===== src/rtl/count_sequencer_pkg.sv =====
// Shared types and constants for the command-driven up/down count sequencer.
package count_seq_pkg;

  localparam int unsigned CNT_W  = 4;
  localparam int unsigned PASS_W = 4;
  localparam int unsigned MODE_W = 2;

  typedef enum logic [1:0] {
    ST_IDLE  = 2'b00,
    ST_RUN   = 2'b01,
    ST_PAUSE = 2'b10,
    ST_DONE  = 2'b11
  } state_e;

  typedef enum logic [MODE_W-1:0] {
    MODE_ONESHOT = 2'b00,
    MODE_WRAP    = 2'b01,
    MODE_BOUNCE  = 2'b10,
    MODE_ILLEGAL = 2'b11
  } mode_e;

endpackage


===== src/rtl/count_sequencer_if.sv =====
// Command channel (valid/ready plus payload) between a host and the count sequencer.
interface count_sequencer_if #(
  parameter int unsigned W  = 4,
  parameter int unsigned PW = 4
);
  logic          cmd_valid;
  logic          cmd_ready;
  logic          cmd_dir;
  logic [1:0]    cmd_mode;
  logic [W-1:0]  cmd_start;
  logic [W-1:0]  cmd_limit;
  logic [PW-1:0] cmd_passes;

  modport master (
    output cmd_valid, cmd_dir, cmd_mode, cmd_start, cmd_limit, cmd_passes,
    input  cmd_ready
  );

  modport slave (
    input  cmd_valid, cmd_dir, cmd_mode, cmd_start, cmd_limit, cmd_passes,
    output cmd_ready
  );
endinterface


===== src/rtl/count_sequencer_udcount_core.sv =====
// W-bit up/down counter register; load has priority over a step, arithmetic wraps modulo 2^W.
module udcount_core #(
  parameter int unsigned W = 4
) (
  input  logic         clock,
  input  logic         reset,
  input  logic         en,
  input  logic         up,
  input  logic         load,
  input  logic [W-1:0] load_val,
  output logic [W-1:0] count
);

  always_ff @(posedge clock or negedge reset) begin
    if (!reset) begin
      count <= '0;
    end else if (load) begin
      count <= load_val;
    end else if (en) begin
      count <= up ? W'(count + W'(1)) : W'(count - W'(1));
    end
  end

endmodule


===== src/rtl/count_sequencer.sv =====
// Sequencer FSM: accepts one command per run and steps the counter core toward the limit,
// ending the run (one-shot) or repeating it (wrap / bounce) for a number of passes.
module count_sequencer
  import count_seq_pkg::*;
#(
  parameter int unsigned W  = CNT_W,
  parameter int unsigned PW = PASS_W
) (
  input  logic             clock,
  input  logic             reset,
  count_sequencer_if.slave cmd,
  input  logic             pause,
  input  logic             abort,
  output logic [W-1:0]     count,
  output logic             up_down,
  output logic             busy,
  output logic             done,
  output logic             err
);

  state_e        state_q, state_d;
  mode_e         mode_q, mode_d, cmd_mode_in;
  logic [W-1:0]  origin_q, origin_d, target_q, target_d;
  logic [PW-1:0] passes_q, passes_d, pass_cnt_q, pass_cnt_d, pass_inc;
  logic          up_down_q, up_down_d;
  logic          busy_q, busy_d, done_q, done_d, err_q, err_d, ready_q, ready_d;
  logic          accept, at_target, last_pass;
  logic          cnt_en, cnt_load;
  logic [W-1:0]  cnt_load_val;

  assign cmd_mode_in   = mode_e'(cmd.cmd_mode);
  assign accept        = cmd.cmd_valid & ready_q;
  assign at_target     = (count == target_q);
  assign pass_inc      = PW'(pass_cnt_q + PW'(1));
  // A zero pass count never matches, so wrap/bounce runs continue until aborted.
  assign last_pass     = (passes_q != '0) && (pass_inc == passes_q);

  assign cmd.cmd_ready = ready_q;
  assign up_down       = up_down_q;
  assign busy          = busy_q;
  assign done          = done_q;
  assign err           = err_q;

  udcount_core #(.W(W)) u_core (
    .clock    (clock),
    .reset    (reset),
    .en       (cnt_en),
    .up       (up_down_q),
    .load     (cnt_load),
    .load_val (cnt_load_val),
    .count    (count)
  );

  // State, latched command and registered outputs.
  always_ff @(posedge clock or negedge reset) begin
    if (!reset) begin
      state_q    <= ST_IDLE;
      mode_q     <= MODE_ONESHOT;
      origin_q   <= '0;
      target_q   <= '0;
      passes_q   <= '0;
      pass_cnt_q <= '0;
      up_down_q  <= 1'b0;
      busy_q     <= 1'b0;
      done_q     <= 1'b0;
      err_q      <= 1'b0;
      ready_q    <= 1'b1;
    end else begin
      state_q    <= state_d;
      mode_q     <= mode_d;
      origin_q   <= origin_d;
      target_q   <= target_d;
      passes_q   <= passes_d;
      pass_cnt_q <= pass_cnt_d;
      up_down_q  <= up_down_d;
      busy_q     <= busy_d;
      done_q     <= done_d;
      err_q      <= err_d;
      ready_q    <= ready_d;
    end
  end

  // Next state and counter control; priority abort > pause > end-of-pass > step.
  always_comb begin
    state_d      = state_q;
    mode_d       = mode_q;
    origin_d     = origin_q;
    target_d     = target_q;
    passes_d     = passes_q;
    pass_cnt_d   = pass_cnt_q;
    up_down_d    = up_down_q;
    err_d        = 1'b0;
    cnt_en       = 1'b0;
    cnt_load     = 1'b0;
    cnt_load_val = origin_q;

    unique case (state_q)
      ST_IDLE: begin
        if (accept) begin
          if (cmd_mode_in == MODE_ILLEGAL) begin
            err_d = 1'b1;
          end else begin
            mode_d       = cmd_mode_in;
            origin_d     = cmd.cmd_start;
            target_d     = cmd.cmd_limit;
            passes_d     = cmd.cmd_passes;
            pass_cnt_d   = '0;
            up_down_d    = cmd.cmd_dir;
            cnt_load     = 1'b1;
            cnt_load_val = cmd.cmd_start;
            state_d      = ST_RUN;
          end
        end
      end

      ST_RUN: begin
        if (abort) begin
          state_d = ST_IDLE;
        end else if (pause) begin
          state_d = ST_PAUSE;
        end else if (at_target) begin
          unique case (mode_q)
            MODE_WRAP: begin
              pass_cnt_d = pass_inc;
              if (last_pass) begin
                state_d = ST_DONE;
              end else begin
                cnt_load = 1'b1;
              end
            end
            MODE_BOUNCE: begin
              pass_cnt_d = pass_inc;
              if (last_pass) begin
                state_d = ST_DONE;
              end else begin
                up_down_d = ~up_down_q;
                origin_d  = target_q;
                target_d  = origin_q;
              end
            end
            default: state_d = ST_DONE;
          endcase
        end else begin
          cnt_en = 1'b1;
        end
      end

      ST_PAUSE: begin
        if (abort) begin
          state_d = ST_IDLE;
        end else if (!pause) begin
          state_d = ST_RUN;
        end
      end

      ST_DONE: state_d = ST_IDLE;

      default: state_d = ST_IDLE;
    endcase

    ready_d = (state_d == ST_IDLE);
    busy_d  = (state_d == ST_RUN) || (state_d == ST_PAUSE);
    done_d  = (state_d == ST_DONE);
  end

endmodule


===== src/flat_wrapper.sv =====
// flat-port wrapper written by rule: the top's interface ports become plain ports
module count_sequencer_flat import count_seq_pkg::*;
#(
  parameter int unsigned W  = CNT_W,
  parameter int unsigned PW = PASS_W
)
  (clock, reset, pause, abort, count, up_down, busy, done, err, cmd_cmd_valid, cmd_cmd_dir, cmd_cmd_mode, cmd_cmd_start, cmd_cmd_limit, cmd_cmd_passes, cmd_cmd_ready);
  count_sequencer_if #(.W(W), .PW(PW)) cmd_i ();
  input  logic clock;
  input  logic reset;
  input  logic pause;
  input  logic abort;
  output logic [W-1:0] count;
  output logic up_down;
  output logic busy;
  output logic done;
  output logic err;
  input wire logic [$bits(cmd_i.cmd_valid)-1:0] cmd_cmd_valid;
  input wire logic [$bits(cmd_i.cmd_dir)-1:0] cmd_cmd_dir;
  input wire logic [$bits(cmd_i.cmd_mode)-1:0] cmd_cmd_mode;
  input wire logic [$bits(cmd_i.cmd_start)-1:0] cmd_cmd_start;
  input wire logic [$bits(cmd_i.cmd_limit)-1:0] cmd_cmd_limit;
  input wire logic [$bits(cmd_i.cmd_passes)-1:0] cmd_cmd_passes;
  output wire logic [$bits(cmd_i.cmd_ready)-1:0] cmd_cmd_ready;
  assign cmd_i.cmd_valid = cmd_cmd_valid;
  assign cmd_i.cmd_dir = cmd_cmd_dir;
  assign cmd_i.cmd_mode = cmd_cmd_mode;
  assign cmd_i.cmd_start = cmd_cmd_start;
  assign cmd_i.cmd_limit = cmd_cmd_limit;
  assign cmd_i.cmd_passes = cmd_cmd_passes;
  assign cmd_cmd_ready = cmd_i.cmd_ready;
  count_sequencer #(.W(W), .PW(PW)) u_core (.clock(clock), .reset(reset), .cmd(cmd_i), .pause(pause), .abort(abort), .count(count), .up_down(up_down), .busy(busy), .done(done), .err(err));
endmodule

===== config.mk =====
export PLATFORM = sky130hd
export DESIGN_NAME = count_sequencer_flat
export DESIGN_NICKNAME = d
export VERILOG_FILES = /design/src/rtl/count_sequencer_pkg.sv /design/src/rtl/count_sequencer_if.sv /design/src/rtl/count_sequencer_udcount_core.sv /design/src/rtl/count_sequencer.sv /design/src/flat_wrapper.sv
export SDC_FILE = /design/constraint.sdc
export NUM_CORES = 1
export LEC_CHECK = 0
export CORE_MARGIN = 1.5
export CORE_UTILIZATION = 40
export DETAILED_ROUTE_END_ITERATION = 10
export GPL_ROUTABILITY_DRIVEN = 0
export MAX_ROUTING_LAYER = met4
export PLACE_DENSITY = 0.65
export SETUP_SLACK_MARGIN = 0.5
export SLEW_MARGIN = 20
export SYNTH_ARGS = -nofsm -noshare
export SYNTH_HDL_FRONTEND = slang
export SYNTH_SLANG_ARGS = --single-unit
export TNS_END_PERCENT = 20

===== constraint.sdc =====
create_clock -name clock -period 2.2 [get_ports clock]
set_input_delay 0.22 -clock clock [delete_from_list [all_inputs] [get_ports clock]]
set_output_delay 0.22 -clock clock [all_outputs]
set_load 0.005 [all_outputs]

==> results of run 1 <==
-- sequential cells by signal (all words and copies together), names as in the netlist, 2 cells and up --
name	flops
u_core.mode_q	2
u_core.origin_q	4
u_core.pass_cnt_q	4
u_core.passes_q	4
u_core.state_q	2
u_core.target_q	4
u_core.u_core.count	4
-- cell type report --
class | instances | area, um2 | area share [%]
clock buffer | 8 | 80.08 | 3.532
inverter | 3 | 11.26 | 0.4967
multi-input combinational | 136 | 1013 | 44.70
sequential | 29 | 729.5 | 32.17
timing repair buffer | 40 | 370.4 | 16.34
tap | 50 | 62.56 | 2.759
-- metrics by stage --
| stage | utilization, % | hold WS (ns) | setup slack, ns | power (W) |
|---|---|---|---|---|
| global route | 55.87 | 0.3666 | 0.07371 | 0.003144 |
| detailed placement | 52.02 | 0.5118 | 0.05982 | 0.002405 |
| finish | 55.87 | 0.3453 | 0.1117 | 0.002916 |
| floorplan | - | -0.07559 | 0.2663 | 0.001920 |
| global placement | 52.02 | 0.4844 | 0.1693 | 0.002337 |
| CTS | 55.47 | 0.3562 | 0.1240 | 0.002918 |
-- repair_timing --
| item | CTS | global route |
|---|---|---|
| endpoints found under the setup margin | 23 | 24 |
| hold buffers | 0 | 0 |
| endpoints found under the hold margin | 0 | 0 |
| pin swaps | 3 | 1 |
| gates resized for setup | 4 | 4 |
| gates cloned | 1 | 0 |
| buffers inserted | 4 | 0 |
-- Yosys cell counts (4+ instances only) --
| library cell | count |
|---|---|
| nor2_1 | 15 |
| xor2_1 | 4 |
| nand4_1 | 5 |
| dfrtp_1 | 28 |
| mux2i_1 | 5 |
| o21ai_0 | 6 |
| nand2b_1 | 4 |
| nand2_1 | 23 |
| mux2_1 | 5 |
| ha_1 | 5 |
| nor2b_1 | 4 |
| a21oi_1 | 5 |
| mux2_2 | 6 |
| xnor2_1 | 9 |
-- metal layers --
layer	track usage, %	vias up	wire length, um
met5	-	-	0
met4	5.500	0	54
met3	5.195	12	207
met2	35.94	45	2214
met1	24.10	720	1825
li1	-	690	-
-- power by group --
group	total [W]	internal, W	switching, W
Combinational	0.00149	0.000801	0.000693
Sequential	0.00102	0.000762	0.000257
Clock	0.000405	0.000224	0.000181
Total	0.00292	0.00179	0.00113
-- worst max-delay path by stage --
stage | startpoint | to | slack, ns | cells after the start
floorplan | u_core.pass_cnt_q[0]$_DFFE_PN0P_ | u_core.origin_q[0]$_DFFE_PN0P_ | 0.27 | 7
global placement | pause | u_core.origin_q[0]$_DFFE_PN0P_ | 0.17 | 7
detailed placement | pause | u_core.target_q[3]$_DFFE_PN0P_ | 0.06 | 7
CTS | u_core.pass_cnt_q[0]$_DFFE_PN0P_ | u_core.target_q[3]$_DFFE_PN0P_ | 0.12 | 6
global route | u_core.pass_cnt_q[0]$_DFFE_PN0P_ | u_core.target_q[1]$_DFFE_PN0P_ | 0.07 | 6
finish | u_core.pass_cnt_q[0]$_DFFE_PN0P_ | u_core.target_q[3]$_DFFE_PN0P_ | 0.11 | 6
-- logic make-up after synthesis --
kind of cell	count (synthesis)
mux	17
compound gates	32
fa+ha+maj	6
simple gates	67
buf+inv	8
xor+xnor	13
flops	29
==> results.yml, run 1 <==
min_path:
  hp-class: "input port to async pin"
yosys:
  synth_top_family_by_area: "simple AND/OR/NAND/NOR gates"
  syn_nets: 198
  synth_warnings: 0
  synth-compound-area-share_pct: 14.07
  async_flop_share_pct: 100.0
  synth.distinct_cells: 46
  ys_seq_area_share_pct: 42.35
  synthMuxAreaShare_pct: 10.93
  yosys.area_share.simple_pct: 19.31
  synth_fa_ha_area_share_pct: 4.810
  netlist_instances: 172
  syn_area_um2: 1717
  synthTopCellsByArea: "dfrtp_1 (41%), nand2_1 (5.0%), xnor2_1 (4.6%), mux2_2 (3.9%), ha_1 (3.6%)"
  synth-seq-cells: 29
  synth-main-ff-cell: "dfrtp_1"
  synth-xor-area-share_pct: 6.633
  yosysTopAreaCellShare_pct: 40.82
  synth_area_per_cell_um2: 9.981
  yosysTopAreaCell: "dfrtp_1"
  synth_edf_count: 0
worst_setup_path:
  end_kind: "flop"
  worstPathRequired_ns: 2.35
  r2r_slack_ns: 0.11
  critical_path_class: "flop to flop"
  cp-start-kind: "flop"
  critPathSlowestCell: "dfrtp_2"
  cp_max_fo: 5
  cp_top_family: "flip-flops"
  path_cells: "ha_4 > xor2_1 > or3_4 > o211ai_4 > a21oi_4 > mux2_1"
  cp_slowest_stage_delay_ns: 0.44
  reg2reg_from: "u_core.pass_cnt_q[0]$_DFFE_PN0P_"
  worstPathArrival_ns: 2.24
  reg2reg_depth: 6
  worstReg2RegEnd: "u_core.target_q[3]$_DFFE_PN0P_"
  crit_buf_inv: 0
final_layout:
  postLayoutCellArea_um2: 2267
  layout_common_cells: "clkdlybuf4s50_1 (28), dfrtp_1 (26), nand2_1 (23)"
  final_common_cell: "clkdlybuf4s50_1"
  nFillCells: 361
  antenna_cells: 0
  fin_nets: 241
  final_cells: 266
  drive_gt1_share_pct: 19.91
  area_delta_synth_final_pct: 32.07
clock_network:
  root_buffer: "clkbuf_8"
  cts.sinks: 29
  cts_max_path_buffers: 2
  clk_pin_slew_ns: 0.06
  tritoncts: "built"
  htreeDepth: 2
  cts-buffers-inserted: 5
  clock_latency_ns: 0.27
global_route:
  grt_overflow: 0
  grt_start_max_net_pins: 30
  grt_pass1_vias: 1485
  grt_pass1_wl_um: 6969
  antenna_found_initial: 0
  grt_use_total_pct: 20.82
routing:
  wirelength_um: 4301
  ant_nets: 0
  viasPerCell: 5.515
  route.detailed.wl_per_inst_um: 16.17
  drc: 0
  vias: 1467
  drtIter0Drc: 57
  detail_route.first_pass.iterations: 4
die:
  design.die.area_um2: 4694
  die_w_um: 68.51
  start_util_pct: 42.31
  ios: 29
  num_rows: 23
  core_region_area_um2: 4058
  die_height_um: 68.51
placed_design:
  dpl_cell_area_um2: 2111
  placement.io_buffers: 28
  dp_hpwl_um: 3097
  placed_cells: 253
sta:
  finalSetupViolCount: 0
  finalCritPeriodShare_pct: 94.92
  rsz0062_at_grt: "true"
  worstMarginPinSlew_ns: 0.4758
  slew_viol_final: 0
  finalSetupTns_ns: 0
  period_needed_ns: 2.088
  max_slew_margin_pct: 67.99
  max_freq_ghz: 0.4789
  skew_ns: 0.002671
  final_hold_viol_count: 0
pwr:
  p_leak_nw: 0.9692
  power_density_nw_per_um2: 1286
  ir_worst_vdd_mv: 0.6031
flow_run:
  maxCapViolCount: 0
outcome:
  status: "complete, no violations"
(Power assumes the default switching activity.)
==> run 2: changes to the inputs <==
--- a/config.mk
+++ b/config.mk
@@ -5,6 +5,7 @@
 export SDC_FILE = /design/constraint.sdc
 export NUM_CORES = 1
 export LEC_CHECK = 0
+export ABC_AREA = 1
 export CORE_MARGIN = 1.5
 export CORE_UTILIZATION = 40
 export DETAILED_ROUTE_END_ITERATION = 10
==> run 2 against run 1 <==
Net effect:
- final area increased by 6.5%
- power up 11%
- combinational power up 15%
- hold slack worse by 0.027 ns
- area after synthesis rose by 4.3%
- utilization is essentially flat
- die area is 4.1% higher
- first-iteration DRC count is 88% higher
- synthesized cell count is 35% higher
- largest power group unchanged
- highest routed layer unchanged
==> results.yml, run 2 <==
outcome:
  status: "complete, no violations"
die:
  die_w_um: 69.91
  design.die.area_um2: 4887
  ios: 29
  num_rows: 24
  core_region_area_um2: 4324
  die_height_um: 69.91
  start_util_pct: 41.41
yosys:
  synth-compound-area-share_pct: 10.20
  synth.distinct_cells: 29
  synth_warnings: 0
  yosys.area_share.simple_pct: 32.91
  synthTopCellsByArea: "dfrtp_1 (39%), nand2_1 (16%), o21ai_0 (5.3%), nand3_1 (4.8%), inv_1 (3.8%)"
  ys_seq_area_share_pct: 40.60
  synth_top_family_by_area: "simple AND/OR/NAND/NOR gates"
  synth-main-ff-cell: "dfrtp_1"
  ys_top_cells_by_count: "nand2_1 (78), dfrtp_1 (28), o21ai_0 (19), inv_1 (18), nand3_1 (17)"
  yosysTopAreaCell: "dfrtp_1"
  synth-xor-area-share_pct: 4.403
  netlist_instances: 232
  async_flop_share_pct: 100.0
  synth-seq-cells: 29
  synth_edf_count: 0
  synthMuxAreaShare_pct: 1.118
  syn_area_um2: 1790
  synth_fa_ha_area_share_pct: 4.612
  synth_area_per_cell_um2: 7.718
  yosysTopAreaCellShare_pct: 39.13
  post-synth-top-count-cell: "nand2_1"
  syn_nets: 258
worst_setup_path:
  r2r_slack_ns: 0.51
  critical_path_class: "flop to flop"
  worstPathArrival_ns: 1.85
  cp_max_fo: 5
  cp-start-kind: "flop"
  worstPathRequired_ns: 2.36
  end_kind: "flop"
routing:
  vias: 1572
  detail_route.first_pass.iterations: 4
  drc: 0
  drtIter0Drc: 107
  wirelength_um: 3916
  ant_nets: 0
  route.detailed.wl_per_inst_um: 11.90
  viasPerCell: 4.778
pwr:
  ir_worst_vdd_mv: 0.5680
  seqPwrFrac_pct: 29.7
  power_density_nw_per_um2: 1345
  power.switching_w: 0.001376
  p_total_w: 0.003247
  p_leak_nw: 1.110
  clkPwrFrac_pct: 17.5
  netSwitchingFraction_pct: 42.39
  internal-power_w: 0.001871
  p_comb_share_pct: 52.8
clock_network:
  htreeDepth: 2
  tritoncts: "built"
  holdBufCountCts: 0
  cts_max_path_buffers: 2
  clk_pin_slew_ns: 0.07
  clock_latency_ns: 0.28
  root_buffer: "clkbuf_8"
  cts.sinks: 29
  cts-buffers-inserted: 5
sta:
  finalSetupTns_ns: 0
  finalSetupViolCount: 0
  skew_ns: 0.01054
  period_needed_ns: 1.689
  slew_viol_final: 0
  rsz0062_at_grt: "true"
  whs_ns: 0.3186
  final_hold_viol_count: 0
  worstMarginPinSlew_ns: 0.3816
  max_freq_ghz: 0.5920
  max_slew_margin_pct: 74.56
  finalCritPeriodShare_pct: 76.78
global_route:
  antenna_found_initial: 0
  grt_pass1_wl_um: 6603
  grt_pass1_vias: 1442
  grt_use_total_pct: 17.77
  grt_overflow: 0
  grt_start_max_net_pins: 30
final_layout:
  postLayoutCellArea_um2: 2415
  final_common_cell: "nand2_1"
  drive_gt1_share_pct: 20.94
  antenna_cells: 0
  fin_nets: 302
  layout_common_cells: "nand2_1 (75), clkdlybuf4s50_1 (28), dfrtp_1 (25)"
  area_delta_synth_final_pct: 34.87
placed_design:
  dp_hpwl_um: 2805
  dpl_cell_area_um2: 2132
  placement.io_buffers: 28
flow_run:
  maxCapViolCount: 0
min_path:
  hp-class: "input port to async pin"
[run 2: changes by cell type after synthesis, moves of 4 or more]
cell and change:
nand2b_1 -4, xnor2_1 -5, inv_1 +15, nand3_1 +14, nand2_1 +55, mux2_1 -5, nor2b_1 -4, mux2_2 -6
o21ai_0 +13
[run 2: power groups by stage]
stage | clock network, W | logic [W] | registers, W
6_report | 0.000568 | 0.00172 | 0.000963
5_1_grt | 0.000607 | 0.00194 | 0.000994
4_1_cts | 0.000579 | 0.00158 | 0.000956
3_5_place_dp | 0 | 0.00149 | 0.000963
3_3_place_gp | 0 | 0.00146 | 0.000961
2_1_floorplan | 0 | 0.00112 | 0.000922
[run 2: repair_timing]
| item | in CTS | in global routing |
|---|---|---|
| buffers inserted | 4 | 5 |
| pin swaps | 3 | 8 |
| cloned | 1 | 0 |
| endpoints found under the setup margin | 17 | 19 |
| gates resized for setup | 5 | 16 |
[run 2: cells by family after synthesis]
family | after synthesis
compound gates | 32
xor+xnor | 9
fa+ha+maj | 6
buf+inv | 26
flops | 29
mux | 2
simple gates | 128
[run 2: per-layer routing]
| layer | track usage [%] | vias up | wire length (um) |
|---|---|---|---|
| met5 | - | - | 0 |
| met4 | 6.410 | 0 | 39 |
| met3 | 4.762 | 4 | 87 |
| met2 | 28.04 | 18 | 1907 |
| met1 | 22.06 | 715 | 1881 |
| li1 | - | 835 | - |
[run 2: stage by stage]
step	cells	worst slack (ns)	utilization [%]
final	329	0.5108	55.84
after global routing	329	0.3992	55.84
after CTS	324	0.4435	53.59
after detailed placement	311	0.2107	49.31
after global placement	311	0.2344	49.31
after floorplan	232	0.5179	-
[run 2: layout make-up]
class / instances / area, um2
Clock inverter: 1 / 30.03
Timing Repair Buffer: 39 / 366.6
Fill cell: 422 / 1909
Clock buffer: 7 / 86.33
Sequential cell: 29 / 730.7
Inverter: 23 / 91.34
Tap cell: 52 / 65.06
Multi-Input combinational cell: 178 / 1045
[run 2: final timing paths]
kind | start | to | depth (start not counted)
min in group clock | cmd_cmd_passes[0] | u_core.passes_q[0]$_DFFE_PN0P_ | 3
min | reset | u_core.pass_cnt_q[3]$_DFFE_PN0P_ | 2
max in group asynchronous | reset | u_core.cmd.cmd_ready$_DFF_PN1_ | 2
min reg2reg | u_core.cmd.cmd_ready$_DFF_PN1_ | u_core.err$_DFF_PN0_ | 2
max | u_core.pass_cnt_q[1]$_DFFE_PN0P_ | u_core.u_core.count[2]$_DFFE_PN0P_ | 11
max reg2reg | u_core.pass_cnt_q[1]$_DFFE_PN0P_ | u_core.u_core.count[2]$_DFFE_PN0P_ | 11
[run 2: critical path, cell delays in order (launching register included)]
cell and delay [ns]:
dfrtp_1 0.41, ha_4 0.29, xnor2_2 0.10, nand2_1 0.08, nor2_2 0.13, nand3_2 0.09, nand2_2 0.11, nand2_4 0.08
inv_4 0.09, nand2_4 0.06, nor2_2 0.09, nor2_2 0.04
==> run 3: changes to the inputs <==
--- a/config.mk
+++ b/config.mk
@@ -11,7 +11,7 @@
 export DETAILED_ROUTE_END_ITERATION = 10
 export GPL_ROUTABILITY_DRIVEN = 0
 export MAX_ROUTING_LAYER = met4
-export PLACE_DENSITY = 0.65
+export PLACE_DENSITY = 0.67
 export SETUP_SLACK_MARGIN = 0.5
 export SLEW_MARGIN = 20
 export SYNTH_ARGS = -nofsm -noshare
==> constraint.sdc (replaced) <==
create_clock -name clock -period 1.45 [get_ports clock]
set_input_delay 0.145 -clock clock [delete_from_list [all_inputs] [get_ports clock]]
set_output_delay 0.145 -clock clock [all_outputs]
set_load 0.005 [all_outputs]
==> run 3 against run 2 <==
Net effect:
- the flow now finishes with violations (negative setup slack)
- final area is 10% higher
- global-route usage increased by 1.5 points
- sequential share of layout area fell by 2.8 points
- routed wire length is 7.2% higher
- sequential power grew 48%
- critical path depth fell by 2
- critical endpoint is now u_core.up_down$_DFFE_PN0P_
- highest routed layer unchanged
==> results.yml, run 3 (synthesized netlist as in run 2, its figures left out) <==
clock_network:
  cts-buffers-inserted: 5
  root_buffer: "clkbuf_8"
  tritoncts: "built"
  clock_latency_ns: 0.28
  htreeDepth: 2
  clk_pin_slew_ns: 0.06
  cts_max_path_buffers: 2
  cts.sinks: 29
worst_setup_path:
  worstPathArrival_ns: 1.87
  end_kind: "flop"
  cp_max_fo: 14
  cp_top_family: "simple AND/OR/NAND/NOR gates"
  cp_slowest_stage_delay_ns: 0.41
  reg2reg_depth: 9
  reg2reg_from: "u_core.pass_cnt_q[1]$_DFFE_PN0P_"
  critical_path_class: "flop to flop"
  cp-start-kind: "flop"
  critPathSlowestCell: "dfrtp_1"
  worstReg2RegEnd: "u_core.up_down$_DFFE_PN0P_"
  crit_path_frequent_cell: "nor2_2"
  worstPathRequired_ns: 1.66
  path_cells: "ha_4 > xnor2_2 > nand2_1 > nor2_2 > nand4_1 > nand3_2 > buf_12 > nor2_2 > a21oi_2"
  r2r_slack_ns: -0.22
  crit_buf_inv: 1
sta:
  whs_ns: 0.2527
  timing.final.ws_setup_ns: -0.2163
  slew_viol_final: 0
  worstMarginPinSlew_ns: 0.3808
  final_hold_viol_count: 0
  max_slew_margin_pct: 74.61
  rsz0062_at_grt: "true"
  finalCritPeriodShare_pct: 114.9
  finalSetupTns_ns: -2.727
  skew_ns: 0.001850
  finalSetupViolCount: 18
  period_needed_ns: 1.666
  max_freq_ghz: 0.6001
min_path:
  hp-class: "input port to async pin"
routing:
  wirelength_um: 4199
  viasPerCell: 4.831
  detail_route.first_pass.iterations: 4
  route.detailed.wl_per_inst_um: 11.79
  drc: 0
  ant_nets: 0
  drtIter0Drc: 88
  vias: 1720
outcome:
  violations: "negative setup slack"
  status: "finished with violations"
die:
  core_region_area_um2: 4324
  num_rows: 24
  die_height_um: 69.91
  start_util_pct: 41.41
  ios: 29
  design.die.area_um2: 4887
  die_w_um: 69.91
placed_design:
  dpl_cell_area_um2: 2426
  placement.io_buffers: 28
  dp_hpwl_um: 3175
  placed_cells: 346
global_route:
  grt_overflow: 0
  antenna_found_initial: 0
  grt_start_max_net_pins: 30
  grt_use_total_pct: 19.24
  grt_pass1_vias: 1684
  grt_pass1_wl_um: 7189
pwr:
  p_leak_nw: 1.266
  ir_worst_vdd_mv: 0.8195
  power_density_nw_per_um2: 2000
  p_total_w: 0.005322
final_layout:
  layout_common_cells: "nand2_1 (65), buf_4 (30), dfrtp_1 (25)"
  final_common_cell: "nand2_1"
  final_cells: 356
  postLayoutCellArea_um2: 2661
  area_delta_synth_final_pct: 48.64
  fin_nets: 329
  antenna_cells: 0
  drive_gt1_share_pct: 34.87
flow_run:
  maxCapViolCount: 0
[run 3: repair_timing]
action,4_1_cts,5_1_grt
hold buffers,0,0
buffers inserted,2,0
endpoints found under the setup margin,38,35
pin swaps,9,6
resized for setup,62,23
[run 3: worst max path at each step]
stage | from | end | slack, ns | depth (start not counted)
floorplan | u_core.pass_cnt_q[0]$_DFFE_PN0P_ | u_core.u_core.count[2]$_DFFE_PN0P_ | -0.14 | 11
global placement | pause | u_core.origin_q[3]$_DFFE_PN0P_ | -0.23 | 10
detailed placement | pause | u_core.up_down$_DFFE_PN0P_ | -0.28 | 10
CTS | u_core.pass_cnt_q[0]$_DFFE_PN0P_ | u_core.up_down$_DFFE_PN0P_ | -0.23 | 9
global route | u_core.pass_cnt_q[1]$_DFFE_PN0P_ | u_core.up_down$_DFFE_PN0P_ | -0.31 | 11
finish | u_core.pass_cnt_q[1]$_DFFE_PN0P_ | u_core.up_down$_DFFE_PN0P_ | -0.22 | 9
[run 3: layout make-up]
class | instances | area [um2]
inverter | 23 | 93.84
timing repair buffer | 67 | 610.6
fill | 383 | 1663
tap | 52 | 65.06
sequential | 29 | 730.7
multi-input combinational | 177 | 1081
clock buffer | 8 | 80.08
[run 3: power breakdown]
| group | internal, W | switching, W |
|---|---|---|
| Clock | 0.000340 | 0.000283 |
| Combinational | 0.00162 | 0.00165 |
| Sequential | 0.00115 | 0.000282 |
[run 3: worst register-to-register path: stages (launching register included)]
cell,delay [ns]
dfrtp_1,0.41
ha_4,0.29
xnor2_2,0.10
nand2_1,0.07
nor2_2,0.12
nand4_1,0.16
nand3_2,0.14
buf_12,0.15
nor2_2,0.05
a21oi_2,0.10
[run 3: per-stage QoR]
step | util, % | worst slack [ns]
5_1_grt | 61.55 | -0.3144
4_1_cts | 59.98 | -0.2275
6_report | 61.55 | -0.2163
3_5_place_dp | 56.11 | -0.2776
2_1_floorplan | - | -0.1369
3_3_place_gp | 56.11 | -0.2324
[run 3: layer usage]
layer  share of wire, %  wire, um  track usage [%]  up-vias
met2                 52      2192            31.85       23
met3                2.9       120            4.473        5
met4                1.4        58            7.051        0
met1                 44      1828            22.99      805
li1                   -         -                -      887
met5                  0         0                -        -
